**src/rtl/adc_link_pkg.sv**
```systemverilog
// Shared definitions for the single-wire ADC link (receiver and slave serializer).
package adc_link_pkg;

  localparam int LINK_DATA_W       = 16;
  localparam int LINK_PAYLOAD_BITS = 18;  // channel + data + parity
  localparam int LINK_FRAME_BITS   = 20;  // start + payload + stop

  localparam logic CH_LOWER = 1'b0;
  localparam logic CH_UPPER = 1'b1;

  localparam logic LINK_IDLE_LEVEL = 1'b1;

  typedef enum logic [2:0] {
    IDLE,
    START,
    SHIFT,
    STOP,
    RECOVER
  } rx_state_e;

  // Even-parity bit that makes ones(channel, data, parity) even.
  function automatic logic link_parity(input logic ch, input logic [LINK_DATA_W-1:0] data);
    return ^{ch, data};
  endfunction

endpackage

```
**src/rtl/link_input_sync.sv**
```systemverilog
// Two-flop synchroniser for the asynchronous serial line; resets to the idle level
// so a reset never looks like a start bit.
module link_input_sync
  import adc_link_pkg::*;
(
  input  logic clk,
  input  logic reset,
  input  logic async_in,
  output logic sync_out
);

  logic meta_q;

  // Metastability chain, both stages forced to idle on reset.
  always_ff @(posedge clk) begin
    if (reset) begin
      meta_q   <= LINK_IDLE_LEVEL;
      sync_out <= LINK_IDLE_LEVEL;
    end else begin
      meta_q   <= async_in;
      sync_out <= meta_q;
    end
  end

endmodule

```
**src/rtl/adc_stream_receiver.sv**
```systemverilog
// Receiver for the slave FPGA's framed ADC stream: recovers 16-bit words with
// their channel tag, checks parity and stop bit, counts link errors.
//
// state   | meaning
// --------+-----------------------------------------------------------
// IDLE    | line high, waiting for a falling edge
// START   | half-bit wait, confirm start bit is still low at mid-bit
// SHIFT   | sample 18 payload bits (channel, data MSB first, parity)
// STOP    | sample stop bit, issue valid / parity / frame strobe
// RECOVER | stop bit was low; wait for the line to return high
module adc_stream_receiver
  import adc_link_pkg::*;
#(
  parameter int CLKS_PER_BIT = 4,
  parameter int ERR_CNT_W    = 8
) (
  input  logic                   clk,
  input  logic                   reset,
  input  logic                   serial_in,
  output logic [LINK_DATA_W-1:0] rx_data,
  output logic                   rx_channel,
  output logic                   rx_valid,
  output logic                   parity_error,
  output logic                   frame_error,
  output logic [ERR_CNT_W-1:0]   error_count,
  output logic                   busy
);

  localparam int               TMR_W     = $clog2(CLKS_PER_BIT) + 1;
  localparam logic [TMR_W-1:0] TMR_FULL  = TMR_W'(CLKS_PER_BIT);
  localparam logic [TMR_W-1:0] TMR_HALF  = TMR_W'(CLKS_PER_BIT / 2);
  localparam logic [4:0]       LAST_BIT  = 5'(LINK_PAYLOAD_BITS - 1);

  if ((CLKS_PER_BIT < 4) || ((CLKS_PER_BIT % 2) != 0)) begin : g_bad_clks_per_bit
    $error("adc_stream_receiver: CLKS_PER_BIT must be even and >= 4");
  end

  logic s;

  link_input_sync u_sync (
    .clk      (clk),
    .reset    (reset),
    .async_in (serial_in),
    .sync_out (s)
  );

  rx_state_e                    state_q, state_d;
  logic [TMR_W-1:0]             timer_q, timer_d;
  logic [4:0]                   bitcnt_q, bitcnt_d;
  logic [LINK_PAYLOAD_BITS-1:0] shreg_q, shreg_d;
  logic [LINK_DATA_W-1:0]       data_d;
  logic                         ch_d;
  logic                         valid_d, perr_d, ferr_d;
  logic [ERR_CNT_W-1:0]         err_cnt_d;
  logic                         tick;
  logic                         parity_ok;

  assign tick      = (timer_q == TMR_W'(1));
  assign parity_ok = (link_parity(shreg_q[17], shreg_q[16:1]) == shreg_q[0]);
  assign busy      = (state_q != IDLE);

  // State, timing and output registers; reset abandons any partial frame.
  always_ff @(posedge clk) begin
    if (reset) begin
      state_q      <= IDLE;
      timer_q      <= '0;
      bitcnt_q     <= '0;
      shreg_q      <= '0;
      rx_data      <= '0;
      rx_channel   <= CH_LOWER;
      rx_valid     <= 1'b0;
      parity_error <= 1'b0;
      frame_error  <= 1'b0;
      error_count  <= '0;
    end else begin
      state_q      <= state_d;
      timer_q      <= timer_d;
      bitcnt_q     <= bitcnt_d;
      shreg_q      <= shreg_d;
      rx_data      <= data_d;
      rx_channel   <= ch_d;
      rx_valid     <= valid_d;
      parity_error <= perr_d;
      frame_error  <= ferr_d;
      error_count  <= err_cnt_d;
    end
  end

  // Framing: next state, bit timer, shift register and strobe decisions.
  always_comb begin
    state_d   = state_q;
    timer_d   = timer_q;
    bitcnt_d  = bitcnt_q;
    shreg_d   = shreg_q;
    data_d    = rx_data;
    ch_d      = rx_channel;
    valid_d   = 1'b0;
    perr_d    = 1'b0;
    ferr_d    = 1'b0;

    case (state_q)
      IDLE: begin
        if (!s) begin
          state_d = START;
          timer_d = TMR_HALF;
        end
      end

      START: begin
        if (tick) begin
          if (!s) begin
            state_d  = SHIFT;
            timer_d  = TMR_FULL;
            bitcnt_d = '0;
          end else begin
            state_d = IDLE;  // glitch shorter than half a bit
          end
        end else begin
          timer_d = timer_q - TMR_W'(1);
        end
      end

      SHIFT: begin
        if (tick) begin
          shreg_d  = {shreg_q[LINK_PAYLOAD_BITS-2:0], s};
          timer_d  = TMR_FULL;
          bitcnt_d = bitcnt_q + 5'd1;
          if (bitcnt_q == LAST_BIT) begin
            state_d = STOP;
          end
        end else begin
          timer_d = timer_q - TMR_W'(1);
        end
      end

      STOP: begin
        if (tick) begin
          if (s) begin
            // Returning to IDLE right away lets a back-to-back start bit be caught.
            state_d = IDLE;
            if (parity_ok) begin
              valid_d = 1'b1;
              data_d  = shreg_q[16:1];
              ch_d    = shreg_q[17];
            end else begin
              perr_d = 1'b1;
            end
          end else begin
            ferr_d  = 1'b1;
            state_d = RECOVER;
          end
        end else begin
          timer_d = timer_q - TMR_W'(1);
        end
      end

      RECOVER: begin
        if (s) begin
          state_d = IDLE;
        end
      end

      default: state_d = IDLE;
    endcase

    err_cnt_d = error_count;
    if ((perr_d || ferr_d) && (error_count != {ERR_CNT_W{1'b1}})) begin
      err_cnt_d = error_count + ERR_CNT_W'(1);
    end
  end

endmodule

```
**config.mk**
```make
export PLATFORM = sky130hd
export DESIGN_NAME = adc_stream_receiver
export DESIGN_NICKNAME = d
export VERILOG_FILES = /design/src/rtl/adc_link_pkg.sv /design/src/rtl/link_input_sync.sv /design/src/rtl/adc_stream_receiver.sv
export SDC_FILE = /design/constraint.sdc
export NUM_CORES = 1
export LEC_CHECK = 0
export ABC_AREA = 1
export CAP_MARGIN = 20
export CORE_MARGIN = 3
export CORE_UTILIZATION = 25
export CTS_CLUSTER_SIZE = 28
export DETAILED_ROUTE_END_ITERATION = 7
export GPL_TIMING_DRIVEN = 1
export PLACE_DENSITY_LB_ADDON = 0.08
export REMOVE_ABC_BUFFERS = 1
export SETUP_SLACK_MARGIN = 0.4
export SYNTH_ARGS = -nofsm -noshare
export SYNTH_HDL_FRONTEND = slang
export SYNTH_HIERARCHICAL = 1
export SYNTH_SLANG_ARGS = --single-unit
```
**constraint.sdc**
```tcl
create_clock -name clk -period 1.55 [get_ports clk]
set_input_delay 0.2325 -clock clk [delete_from_list [all_inputs] [get_ports clk]]
set_output_delay 0.2325 -clock clk [all_outputs]
set_load 0.02 [all_outputs]
```
# Yosys cells after proc, flatten, opt, wreduce, memory -nomap -nowiden
# Cells that the tools add are included.
# op_classes
n_addsub	3
eq_ne	17
reduce_logical	13
bitwise	3
mux	27
# op_table
operator	n
3-bit 2-to-1 mux	12
17-bit XOR reduction	1
5-bit 2-to-1 mux	3
3-bit case mux with 5 select lines	1
2-bit inequality test, second input constant	7
3-bit case mux with 4 select lines	1
4-bit AND reduction	3
5-bit case mux with 2 select lines	1
8-bit by 1-bit adder with 8-bit output, second input constant	1
1-bit 2-to-1 mux	8
8-bit inequality test, second input constant	1
3-bit by 1-bit equality test with 1-bit output, second input constant	2
3-bit by 2-bit equality test with 1-bit output, second input constant	2
6-bit AND reduction	1
5-bit by 1-bit adder with 5-bit output, second input constant	1
5-bit equality test, second input constant	1
4-bit nonzero test	1
4-bit OR reduction	1
3-bit equality test, second input constant	1
3-bit logical NOT	1
3-bit inequality test, second input constant	1
1-bit inverter	3
3-bit nonzero test	1
3-bit by 1-bit subtractor with 3-bit output, second input constant	1
other kinds (7)	7
# totals
inputBits	3
regBits	59
out_inout_bits	29

# Longest topological paths before layout
# depth
ltp_word	8
depth_mapped	15
ltp_nobuf	15

# Modules after synthesis
# The synthesis kept the hierarchy.
# by_module_without_submodules
mod	instances	area_per_inst_um2	cells_each
adc_stream_receiver	1	2667.6	369
link_input_sync	1	58.8	7

# Least setup slack after synthesis
# Ideal clock, no wire load.
# synth_timing
path_type	register -> register
startpoint	register timer_q[1]
endpoint	register error_count[2]
stages_incl_launch_ff	12
arrival_ns	1.580
setup_slack_ns	-0.162
setup_time_ns	0.132
n_path_buf	0
path_cell_list	dfxtp_1 -> inv_1 -> ha_1 -> inv_1 -> nor2_1 -> inv_1 -> nor3_4 -> nand3_2 -> nand2_4 -> nand2_2 -> nand2_1 -> a21oi_1
# synth_between
elab_chain_cells	5
word_cells_on_any_way	7
# synth_rtl
element	line	text
from (decl)	adc_stream_receiver.sv:48	logic [TMR_W-1:0] timer_q, timer_d;
from (signal assigned)	adc_stream_receiver.sv:77	timer_q <= timer_d;
3-bit by 1-bit equality test with 1-bit output *	adc_stream_receiver.sv:58	assign tick = (timer_q == TMR_W'(1));
1-bit 2-to-1 mux	adc_stream_receiver.sv:137	if (tick) begin
1-bit 2-to-1 mux	adc_stream_receiver.sv:101	case (state_q)
1-bit logical OR *	adc_stream_receiver.sv:167	if ((perr_d || ferr_d) && (error_count != {ERR_CNT_W{1'b1}})) begin
1-bit logical AND *	adc_stream_receiver.sv:167	
to (signal assigned)	adc_stream_receiver.sv:85	error_count <= err_cnt_d;
to (decl)	adc_stream_receiver.sv:25	output logic [ERR_CNT_W-1:0] error_count,
# Mark *: on every way between the ends. The rest lies on a longest branch, timed or not.
# A chain may end at the register's enable or synchronous reset.

# Worst setup path in the final report
# layout_timing
startpoint	register shreg_q[12]
endpoint	register rx_data[11]
# layout_between
elab_chain_cells	3
# layout_rtl
element	line	text
from (decl)	adc_stream_receiver.sv:50	logic [LINK_PAYLOAD_BITS-1:0] shreg_q, shreg_d;
from (signal assigned)	adc_stream_receiver.sv:79	shreg_q <= shreg_d;
17-bit XOR reduction	adc_link_pkg.sv:23	return ^{ch, data};
1-bit equality test	adc_stream_receiver.sv:59	assign parity_ok = (link_parity(shreg_q[17], shreg_q[16:1]) == shreg_q[0]);
4-bit AND reduction (no line)	--	
to (signal assigned)	adc_stream_receiver.sv:80	rx_data <= data_d;
to (decl)	adc_stream_receiver.sv:20	output logic [LINK_DATA_W-1:0] rx_data,
# Parallel ways exist; a longest one is shown, timed or not.

==> reports/qor.csv <==
metric,value,unit
simple-gate share of the synthesized area,27.4,%
vias in the first global route,2741,
P per Cell Area,1430,nW/um^2
area grow syn2layout,76.0,%
"Hold Violations, Final",0,
actual slew at the worst max-slew pin,0.349,ns
Slew Limit Fails,0,
most frequent CP cell,nand2_1,
n_diodes,0,
Die Ht,110,um
clock tree root buffer cell,clkbuf_8,
clk_skew,0.00992,ns
Synth cell types,30,
Crit Path Class,flip-flop to flip-flop,
part of the power in the clock network,25.3,%
Gate power share,49.1,%
RSZ-0062 raised after global routing,true,
final std cells w/o fill,636,
number of CTS-inserted buffers,9,
clock sinks,59,
PortBufs,31,
Rows,37,
"Min Clock Period, post-route",1.68,ns
Starting Density,26.1,%
WP data arrival,1.95,ns
Lkg Pwr,1.97,nW
multiplexer share of the synthesized area,0,%
clk slew on worst S/H paths,0.07,ns
top post-synthesis cells by area,"dfxtp_1, nand2_1, a21oi_1, nand3_1, o21ai_0",
result of the run,"complete, but fails checks",
Yosys reg bits,59,
clk buf depth,2,
worst-skew pair later-pin latency,0.34,ns
Ports,32,
first-pass iteration count of the detailed router,4,
Cell Int Power,0.00442,W
DP HPWL,4980,um
largest net degree at the start of global routing,24,
Place WS,-0.150,ns
Syn. warnings,6,
die area,12200,sq um
Iteration-0 DRC Markers,96,
layout cells sized above 1,57.4,%
DR WL/cell,12.9,um
"Req. time, crit path",1.82,ns
DRC,0,
worst-path cell chain,inv_2 -> nand2_1 -> nand2_1 -> nand2_1 -> nand2_1 -> nand2_1 -> nand2_1 -> nand2_2 -> nand2_2 -> nand2_4 -> nand2_4 -> buf_12 -> buf_12 -> nand3_2 -> a21oi_2,
Routed Antenna Nets,0,
worst hold slack,0.414,ns
Max-Cap Viols,0,
fmax,597,MHz
final setup violation count,33,
Crit-path slowest cell,dfxtp_4,
layout net count,503,
routed wire length,8230,um
Synth Area in Compound Gates,15.6,%
Post-Syn Instances,376,
Worst Path Max Fanout,8,
Startpoint Class,flip-flop,
Die Wd,110,um
Sequential Power Share,25.6,%
nature of the critical path endpoint,flip-flop,
synthesized-area fraction occupied by adder cells,2.29,%
first-pass GRT wire length,13300,um
CTS tree,done,
Peak VDD IR,1.01,mV
core area,10500,sq um
Hold WC Path Type,flip-flop to flip-flop,
GRT Residual Overflow,0,
failing checks,negative setup slack,
Sw Ratio,35.6,%
gpl congestion,0.804,
NetSw,0.00244,W
Synth top area share,43.3,%
Via-to-Cell Ratio,4.53,
post-synthesis xor/xnor area fraction,3.85,%
Mean Syn Cell Area,7.25,sq um
largest family of logic cells by synthesized area,simple AND/OR/NAND/NOR gates,
cts hold-fix bufs,0,
slowest cell delay on critical path,0.36,ns
placed cells,586,
via count,2883,
Post-Syn Area,2730,sq um
Relative slew margins,76.5,%
Final period util,108,%
H-Tree Level Count,3,
gr usage total,13.3,%
initial antenna violation count,0,
sequential area share after synthesis,43.3,%
final worst slack,-0.126,ns
"area leader, netlist",dfxtp_1,
==> stage by stage <==
stage | setup TNS (ns) | power (W) | instance area, sq um | util, %
2_1_floorplan | -17.21 | 0.00268 | 2660 | -
3_3_place_gp | -2.98 | 0.00361 | 3630 | 34.7
3_5_place_dp | -4.66 | 0.00361 | 3630 | 34.7
4_1_cts | -1.79 | 0.00641 | 4440 | 42.4
5_1_grt | -7.46 | 0.00726 | 4800 | 45.9
6_report | -2.98 | 0.00686 | 4800 | 45.9
==> critical path: cells and delay by family (launching register included) <==
| kind | cells | cell delay, ns |
|---|---|---|
| AND/OR/NAND/NOR | 11 | 0.79 |
| flip-flops | 1 | 0.36 |
| buffers and inverters | 3 | 0.32 |
| AO/OA/AOI/OAI | 1 | 0.13 |
==> cells in the mapped netlist <==
master	count
nor3_1	2
nand2_1	86
nand2_4	3
nand4_1	2
ha_1	5
a21oi_1	51
xor2_1	7
buf_4	1
buf_2	2
clkbuf_1	8
inv_2	6
buf_6	1
o311ai_0	1
inv_1	32
nor2_1	27
nor4_1	1
nand3_2	2
xnor2_1	5
nand3_1	36
dfxtp_1	59
or2_2	1
nor2_2	1
a211oi_1	2
nor2_4	1
a31oi_1	1
nand3b_1	1
buf_1	1
nand2_2	2
nor3_4	1
o21ai_0	28
==> area by class of cell <==
type | count | area [sq um]
fillers | 1059 | 5660
multi-input cells | 270 | 1890
flip-flops and latches | 59 | 1230
repair buffers | 117 | 1110
well taps | 136 | 170
inverters | 38 | 155
clock buffers | 11 | 141
clock inverters | 5 | 100
==> metal layers <==
metal  share of wire, %  global-route usage, %  wire, um
met4                1.9                   5.34       155
met2                 47                   21.3      3870
met3                3.2                   2.52       261
met5                  0                      0         0
met1                 48                   17.6      3940
==> cells in the final DEF, fill, tap and decap left out, types with 2 or more instances in the layout <==
master,count
nand3_2,19
nand4_1,2
nand2_1,68
a21oi_1,22
nor3_4,2
o21ai_2,18
nand2_2,16
clkbuf_8,10
buf_12,8
nand2_8,3
nor2_2,5
buf_6,23
inv_2,15
bufinv_16,3
clkinv_2,2
dfxtp_1,36
dfxtp_4,9
ha_1,4
nand2_4,8
nand3_4,2
o21ai_0,4
xnor2_1,4
nor2_4,10
inv_1,21
buf_2,21
buf_4,57
o21ai_1,5
a21oi_2,28
buf_16,4
nor2_1,14
xor2_1,7
clkdlybuf4s50_1,2
nand3_1,17
dfxtp_2,14
==> path summary, 6_finish.rpt <==
path,from,to,slack (ns),cells past startpoint
max,shreg_q[12],rx_data[11],-0.13,15
min,u_sync/meta_q,u_sync/sync_out,0.41,2
max reg2reg,shreg_q[12],rx_data[11],-0.13,15
min reg2reg,u_sync/meta_q,u_sync/sync_out,0.41,2
==> logic make-up (layout without fill, tap and decap cells) <==
family          count (synthesis)  count (layout)
xor+xnor                       12              12
flops                          59              59
compound gates                 83              83
buf+inv                        51             171
fa+ha+maj                       5               5
simple gates                  166             170
==> power groups by stage <==
| stage | combinational [W] | clock (W) | sequential (W) |
|---|---|---|---|
| 3_3_place_gp | 0.00185 | 0 | 0.00177 |
| 2_1_floorplan | 0.000934 | 0 | 0.00174 |
| 5_1_grt | 0.00363 | 0.00185 | 0.00178 |
| 6_report | 0.00337 | 0.00174 | 0.00176 |
| 3_5_place_dp | 0.00185 | 0 | 0.00176 |
| 4_1_cts | 0.00288 | 0.00178 | 0.00175 |
==> sequential cells by signal, indices dropped and copies added, names as in the netlist, 3 cells and up <==
signal / count
timer_q: 3
error_count: 8
state_q: 3
rx_data: 16
bitcnt_q: 5
shreg_q: 18
==> timing repair <==
action | CTS | global route
setup buffers | 19 | 7
setup endpoints to repair | 86 | 66
gates cloned | 7 | 1
resized for setup | 264 | 89
pin swaps | 40 | 34
Power figures use the tool's default switching activity.
